File: src/rtl/univ_shift_reg_seq.sv
// Universal shift/rotate register that runs one multi-step command at a time.
// Each accepted command performs i_amt single-position steps, one per clock.
module univ_shift_reg_seq #(
  parameter int unsigned          WIDTH   = 8,
  parameter int unsigned          AMT_W   = 4,
  parameter logic [WIDTH-1:0]     RST_VAL = '0
) (
  input  logic             i_clk,
  input  logic             i_rst,
  input  logic             i_start,
  input  logic [2:0]       i_mode,
  input  logic [AMT_W-1:0] i_amt,
  input  logic             i_sin_up,
  input  logic             i_sin_dn,
  input  logic [WIDTH-1:0] i_p,
  output logic [WIDTH-1:0] o_q,
  output logic             o_sout_up,
  output logic             o_sout_dn,
  output logic             o_busy,
  output logic             o_done
);

  typedef enum logic {
    S_IDLE = 1'b0,
    S_RUN  = 1'b1
  } state_e;

  localparam logic [2:0] M_HOLD = 3'd0;
  localparam logic [2:0] M_SHU  = 3'd1;
  localparam logic [2:0] M_SHD  = 3'd2;
  localparam logic [2:0] M_LOAD = 3'd3;
  localparam logic [2:0] M_ROU  = 3'd4;
  localparam logic [2:0] M_ROD  = 3'd5;
  localparam logic [2:0] M_ASD  = 3'd6;

  state_e           state_q, state_d;
  logic [2:0]       mode_q, mode_d;
  logic [AMT_W-1:0] cnt_q, cnt_d;
  logic [WIDTH-1:0] q_q, q_d;
  logic             sout_up_q, sout_up_d;
  logic             sout_dn_q, sout_dn_d;
  logic             busy_q, busy_d;
  logic             done_q, done_d;

  logic [2:0]       step_mode;
  logic [WIDTH-1:0] step_q;
  logic             step_ok;
  logic             step_up;
  logic             step_dn;

  // In RUN the latched mode drives the step; in IDLE the incoming one does.
  always_comb begin
    step_mode = (state_q == S_RUN) ? mode_q : i_mode;
    step_q    = q_q;
    step_ok   = 1'b1;
    step_up   = 1'b0;
    step_dn   = 1'b0;
    unique case (1'b1)
      (step_mode == M_SHU): begin
        step_q  = {q_q[WIDTH-2:0], i_sin_up};
        step_up = 1'b1;
      end
      (step_mode == M_SHD): begin
        step_q  = {i_sin_dn, q_q[WIDTH-1:1]};
        step_dn = 1'b1;
      end
      (step_mode == M_ROU): begin
        step_q  = {q_q[WIDTH-2:0], q_q[WIDTH-1]};
        step_up = 1'b1;
      end
      (step_mode == M_ROD): begin
        step_q  = {q_q[0], q_q[WIDTH-1:1]};
        step_dn = 1'b1;
      end
      (step_mode == M_ASD): begin
        step_q  = {q_q[WIDTH-1], q_q[WIDTH-1:1]};
        step_dn = 1'b1;
      end
      default: step_ok = 1'b0;
    endcase
  end

  always_comb begin
    state_d   = state_q;
    mode_d    = mode_q;
    cnt_d     = cnt_q;
    q_d       = q_q;
    sout_up_d = sout_up_q;
    sout_dn_d = sout_dn_q;
    busy_d    = busy_q;
    done_d    = 1'b0;
    unique case (state_q)
      S_IDLE: begin
        if (i_start) begin
          if (i_mode == M_LOAD) begin
            q_d    = i_p;
            done_d = 1'b1;
          end else if (!step_ok || i_amt == '0) begin
            done_d = 1'b1;
          end else begin
            q_d    = step_q;
            mode_d = i_mode;
            cnt_d  = i_amt - AMT_W'(1);
            if (step_up) sout_up_d = q_q[WIDTH-1];
            if (step_dn) sout_dn_d = q_q[0];
            if (i_amt == AMT_W'(1)) begin
              done_d = 1'b1;
            end else begin
              busy_d  = 1'b1;
              state_d = S_RUN;
            end
          end
        end
      end
      S_RUN: begin
        q_d   = step_q;
        cnt_d = cnt_q - AMT_W'(1);
        if (step_up) sout_up_d = q_q[WIDTH-1];
        if (step_dn) sout_dn_d = q_q[0];
        if (cnt_q == AMT_W'(1)) begin
          busy_d  = 1'b0;
          done_d  = 1'b1;
          state_d = S_IDLE;
        end
      end
      default: state_d = S_IDLE;
    endcase
  end

  always_ff @(posedge i_clk) begin
    if (!i_rst) begin
      state_q   <= S_IDLE;
      mode_q    <= M_HOLD;
      cnt_q     <= '0;
      q_q       <= RST_VAL;
      sout_up_q <= 1'b0;
      sout_dn_q <= 1'b0;
      busy_q    <= 1'b0;
      done_q    <= 1'b0;
    end else begin
      state_q   <= state_d;
      mode_q    <= mode_d;
      cnt_q     <= cnt_d;
      q_q       <= q_d;
      sout_up_q <= sout_up_d;
      sout_dn_q <= sout_dn_d;
      busy_q    <= busy_d;
      done_q    <= done_d;
    end
  end

  assign o_q       = q_q;
  assign o_sout_up = sout_up_q;
  assign o_sout_dn = sout_dn_q;
  assign o_busy    = busy_q;
  assign o_done    = done_q;

endmodule

File: config.mk
export PLATFORM = sky130hd
export DESIGN_NAME = univ_shift_reg_seq
export DESIGN_NICKNAME = d
export VERILOG_FILES = /design/src/rtl/univ_shift_reg_seq.sv
export SDC_FILE = /design/constraint.sdc
export NUM_CORES = 1
export LEC_CHECK = 0
export CAP_MARGIN = 5
export CORE_UTILIZATION = 52
export CTS_BUF_LIST = sky130_fd_sc_hd__clkbuf_2
export DETAILED_ROUTE_END_ITERATION = 8
export PLACE_DENSITY_LB_ADDON = 0.3
export SYNTH_ARGS = -nofsm -noshare
export SYNTH_HDL_FRONTEND = slang
export SYNTH_SLANG_ARGS = --single-unit
File: constraint.sdc
create_clock -name i_clk -period 2.3 [get_ports i_clk]
set_input_delay 0.46 -clock i_clk [delete_from_list [all_inputs] [get_ports i_clk]]
set_output_delay 0.46 -clock i_clk [all_outputs]
set_load 0.05 [all_outputs]
# [After elaboration in Yosys (flattened, before gate mapping)]
# Cells that the tools add are included.
# Widths: inputs -> output; s select.
[classes] addsub=2 n_eq_ne=14 mux=41 n_reduce_logical=10 bitwise_logic=3
[ops] cell="$pmux 8 s5" count=1
[ops] cell="$mux 1" count=26
[ops] cell="$mux 8" count=3
[ops] cell="$pmux 8 s2" count=1
[ops] cell="$mux 4" count=3
[ops] cell="$pmux 1 s2" count=5
[ops] cell="$eq 3x3->1 const B" count=3
[ops] cell="$eq 4x1->1 const B" count=2
[ops] cell="$ne 2x2->1 const B" count=4
[ops] cell="$pmux 4 s2" count=1
[ops] cell="$sub 4x1->4 const B" count=2
[ops] cell="$eq 3x2->1 const B" count=2
[ops] cell="$reduce_and 5->1" count=1
[ops] cell="$reduce_or 5->1" count=1
[ops] cell="$logic_not 4->1" count=1
[ops] cell="$reduce_and 4->1" count=1
[ops] cell="$eq 3x1->1 const B" count=1
[ops] cell="$mux 3" count=1
[ops] cell="$ne 3x3->1 const B" count=1
[ops] cell="$not 1->1" count=3
[ops] cell="$reduce_and 3->1" count=1
[ops] cell="$reduce_or 3->1" count=1
[ops] cell="$ne 2x1->1 const B" count=1
[ops] cell="$reduce_and 2->1" count=1
[ops] cell="other kinds (3)" count=3
[totals] wordCells=78 ff_bits=20 out_inout_bits=12

# [Longest topological paths before layout]
[logic_depth] word_depth=10 mapped_depth=8

# [Least setup slack after synthesis]
# Ideal clock, no wire load.
[synth_path] path_type="input to register" from="input i_amt[0]" to="register cnt_q[1]" slack_ns=0.288 stages=7 setup_ns=0.095 arrival_ns=1.917 required_time_ns=2.205 path_cell_list="inv_1 > ha_1 > nor3b_1 > or3_1 > a211o_1 > or4_1 > o311ai_1"
[synth_between] elab_chain_len=5 word_cells_on_any_way=9 cone_classes="add/sub: 1; eq/ne: 1; mux: 4; reduce/logical: 3"
[synth_lines] element="from (decl)" line="12" text="input logic [AMT_W-1:0] i_amt,"
[synth_lines] element="$sub 4x1->4" line="103" text="cnt_d = i_amt - AMT_W'(1);"
[synth_lines] element="$mux 4" line="98" text="end else if (!step_ok || i_amt == '0) begin"
[synth_lines] element="$mux 4" line="95" text="if (i_mode == M_LOAD) begin"
[synth_lines] element="$mux 4" line="94" text="if (i_start) begin"
[synth_lines] element="$pmux 4 s2" line="92" text="unique case (state_q)"
[synth_lines] element="to (signal assigned)" line="143" text="cnt_q <= cnt_d;"
[synth_lines] element="to (decl)" line="38" text="logic [AMT_W-1:0] cnt_q, cnt_d;"
# Several ways; a longest one is shown, not always the timed one. The select of a mux whose other input is x is not followed.
# A chain may end at the register's enable or synchronous reset.

# [Worst setup path in the final report]
[layout_path] from="input i_amt[1]" to="register cnt_q[1]"
# Same word-level chain as after synthesis.

==> results.md <==
- Gp weighted congestion: 0.924
- Leak pwr: 0.838 nW
- Comb pwr share: 42.1%
- Crit start category: primary input
- Cts hold-fix bufs: 0
- Global-route usage over all layers: 34.6%
- RR Startpoint: state_q$_SDFF_PN0_
- Violated checks: design-rule violations
- Area of the mapped netlist: 1420 µm²
- Worst Setup SP: i_amt[1]
- Critical path arrival: 2.52 ns
- Clock skew: 0.0183 ns
- Num CTS Buffers: 3
- Share of layout cells above drive strength 1: 23.1%
- Hold WS: 0.468 ns
- Top Ports: 32
- Netlist cell types: 49
- Switching fraction of total power: 36.5%
- Drt via density: 6.49
- RR Endpoint: o_q[7]$_SDFFE_PN0P_
- Via count of the first global-routing pass: 1658
- Detailed router's first-iteration violation count: 91
- Worst Setup Path Type: in2reg
- Top FF cell, synth: dfxtp_1
- CP Capture Point: cnt_q[1]$_SDFFE_PN0P_
- Syn Inst Count: 180
- Worst-path fanout max: 3
- Yosys top cell area share: 28.2%
- Power per cell area: 584 nW/µm²
- Psw: 0.000441 W
- Clock power share: 22.9%
- Drt drc: 2
- Post-CTS Setup Repair Bufs: 0
- Largest net degree at the start of global routing: 16
- Final Hold Fails: 0
- I/O Buffers: 31
- Sequential share of the synthesized area: 28.2%
- Number of clock sinks: 20
- Number of gates resized after cts: 0
- Final setup violation count: 0
- F_max: 0.447 GHz
- Hold crit path type: reg2reg
- CTS tree: yes
- Placement Setup Slack: -0.314 ns
- Final Max Tran Viols: 0
- Critical Path RT: 2.59 ns
- Dpl hpwl: 3.48 mm
- Hold-critical path depth: 2
- Area post-placement: 2020 µm²
- First-pass GRT wire length: 7.18 mm
- Outcome: finished, violations left
- Ranking of synthesized cells by area: dfxtp_1, nand2_1, mux2i_1
- Grt ovf: 0
- Warnings, synthesis: 0
- CP Capture Type: register
- Depth of the CTS H-tree: 1
- Diodes inserted: 0
- Initial cell density of the core: 56.3%
- Die height: 54.2 µm
- Post-Layout Cell Count: 277
- Sequential Power Share: 35.0%
- Largest area contributor in the netlist: dfxtp_1
- Power Internal: 0.000768 W
- Die ar.: 2940 µm²
- Unrepaired setup endpoints after global routing: no
- Core ar.: 2520 µm²
- Worst vdd ir: 0.000449 V
- Final nets: 272
- Post-synth ARST share: 0%
- Root buffer cell: clkbuf_2
- Max_slew headroom: 64.7%
- Worst R2R Setup Slack: 0.22 ns
- Worst slew pin tran: 0.528 ns
- CTS Buffer Depth: 2
- Router iterations before antenna repair: 7
- Via count: 1799
- FF-to-FF path depth: 6
- Initial antenna violation count: 0
- #FFs+latches synth: 20
- Final antenna-violating net count: 0
- Finished Cell Area: 2070 µm²
- Syn_nets: 204
- Final Critical Period: 2.24 ns
- Post-Syn Area per Cell: 7.88 µm²
- Die width: 54.2 µm
- Period utilization: 97.2%
- Final WL: 4.77 mm
- Reg clk slew, reported paths: 0.22 ns
- Row cnt: 18
- Number of synthesized flops with an enable pin: 0
- Worst-Skew Late Latency: 0.37 ns
- Final worst setup slack: 0.0645 ns
- Routed len/inst: 17.2 µm
- Maxcap violations: 0
- Area Overhead vs Synth: 45.9%
- Placed insts: 273
cell usage after synthesis (3+ instances only):
| master | number |
|---|---|
| a31oi_1 | 4 |
| or2_2 | 3 |
| mux2_2 | 3 |
| a211oi_1 | 4 |
| ha_1 | 4 |
| nor3_1 | 7 |
| clkbuf_1 | 3 |
| nand4_1 | 3 |
| buf_2 | 3 |
| nand2_1 | 20 |
| nand3_1 | 10 |
| mux2i_1 | 7 |
| a221oi_1 | 3 |
| nor2_1 | 15 |
| dfxtp_1 | 20 |
| xnor2_1 | 3 |
| a31o_2 | 3 |
| o32ai_1 | 4 |
| a21oi_1 | 10 |
| inv_1 | 9 |
| o21ai_0 | 7 |
sequential cells by signal (all words and copies together), names as in the netlist:
| name | cells |
|---|---|
| cnt_q | 4 |
| mode_q | 3 |
| o_busy | 1 |
| o_done | 1 |
| o_q | 8 |
| o_sout_dn | 1 |
| o_sout_up | 1 |
| state_q | 1 |
metrics by stage:
stage               utilization [%]  setup TNS, ns  power, W
floorplan                         -              0  0.000700
global route                   82.0              0   0.00126
CTS                            82.0              0   0.00120
finish                         82.0              0   0.00121
detailed placement             80.3          -2.38  0.000921
global placement               80.3         -0.832  0.000904
critical path, stage by stage:
cell	delay, ns
clkdlybuf4s50_1	0.48
inv_1	0.06
ha_1	0.19
nor3b_1	0.17
or3_1	0.33
a211o_1	0.31
or4_1	0.42
o311ai_1	0.10
power by group through the flow:
stage,logic (W),registers [W],clock network [W]
3_5_place_dp,0.000493,0.000427,0
3_3_place_gp,0.000479,0.000424,0
6_report,0.000509,0.000423,0.000277
4_1_cts,0.000500,0.000420,0.000280
2_1_floorplan,0.000236,0.000464,0
5_1_grt,0.000542,0.000426,0.000293
how the worst min path moves through the flow:
stage | start | end
3_3_place_gp | o_busy$_SDFFE_PN0P_ | o_busy$_SDFFE_PN0P_
2_1_floorplan | cnt_q[2]$_SDFFE_PN0P_ | cnt_q[2]$_SDFFE_PN0P_
3_5_place_dp | o_busy$_SDFFE_PN0P_ | o_busy$_SDFFE_PN0P_
5_1_grt | o_busy$_SDFFE_PN0P_ | o_busy$_SDFFE_PN0P_
6_report | o_busy$_SDFFE_PN0P_ | o_busy$_SDFFE_PN0P_
4_1_cts | o_busy$_SDFFE_PN0P_ | o_busy$_SDFFE_PN0P_
layout make-up:
| type | instances | area (µm²) |
|---|---|---|
| clock buffer | 3 | 15.0 |
| clock inverter | 1 | 30.0 |
| fill | 174 | 453 |
| inverter | 9 | 33.8 |
| multi-input combinational | 143 | 942 |
| sequential | 20 | 400 |
| tap | 30 | 37.5 |
| timing repair buffer | 71 | 611 |
placed cells by master, fill, tap and decap left out, types with 3 or more instances in the layout:
cell type / count
a21oi_1: 10
nor2_1: 15
clkdlybuf4s50_1: 31
or2_2: 3
nand3_1: 10
inv_1: 9
nand4_1: 3
a31o_2: 3
clkbuf_2: 3
xnor2_1: 3
nand2_1: 20
dfxtp_1: 20
a221oi_1: 3
buf_4: 40
o21ai_0: 7
nor3_1: 7
mux2i_1: 7
ha_1: 4
a211oi_1: 4
o32ai_1: 4
mux2_2: 3
a31oi_1: 4
cells by family (layout without fill, tap and decap cells):
kind of cell,after synthesis,after routing,synth area share [%]
mux,11,11,8.29
simple gates,71,71,25.0
xor+xnor,3,3,1.85
flops,20,20,28.2
fa+ha+maj,4,4,3.53
buf+inv,17,84,5.38
compound gates,54,54,27.7
per-layer routing:
layer	track usage (%)	vias up	routed length (µm)	part of all wire (%)
li1	-	818	-	-
met1	40.8	839	1930	41
met2	57.9	122	2310	48
met3	6.11	20	380	8.0
met4	20.5	0	142	3.0
met5	0	-	0	0
(Power assumes the default switching activity.)
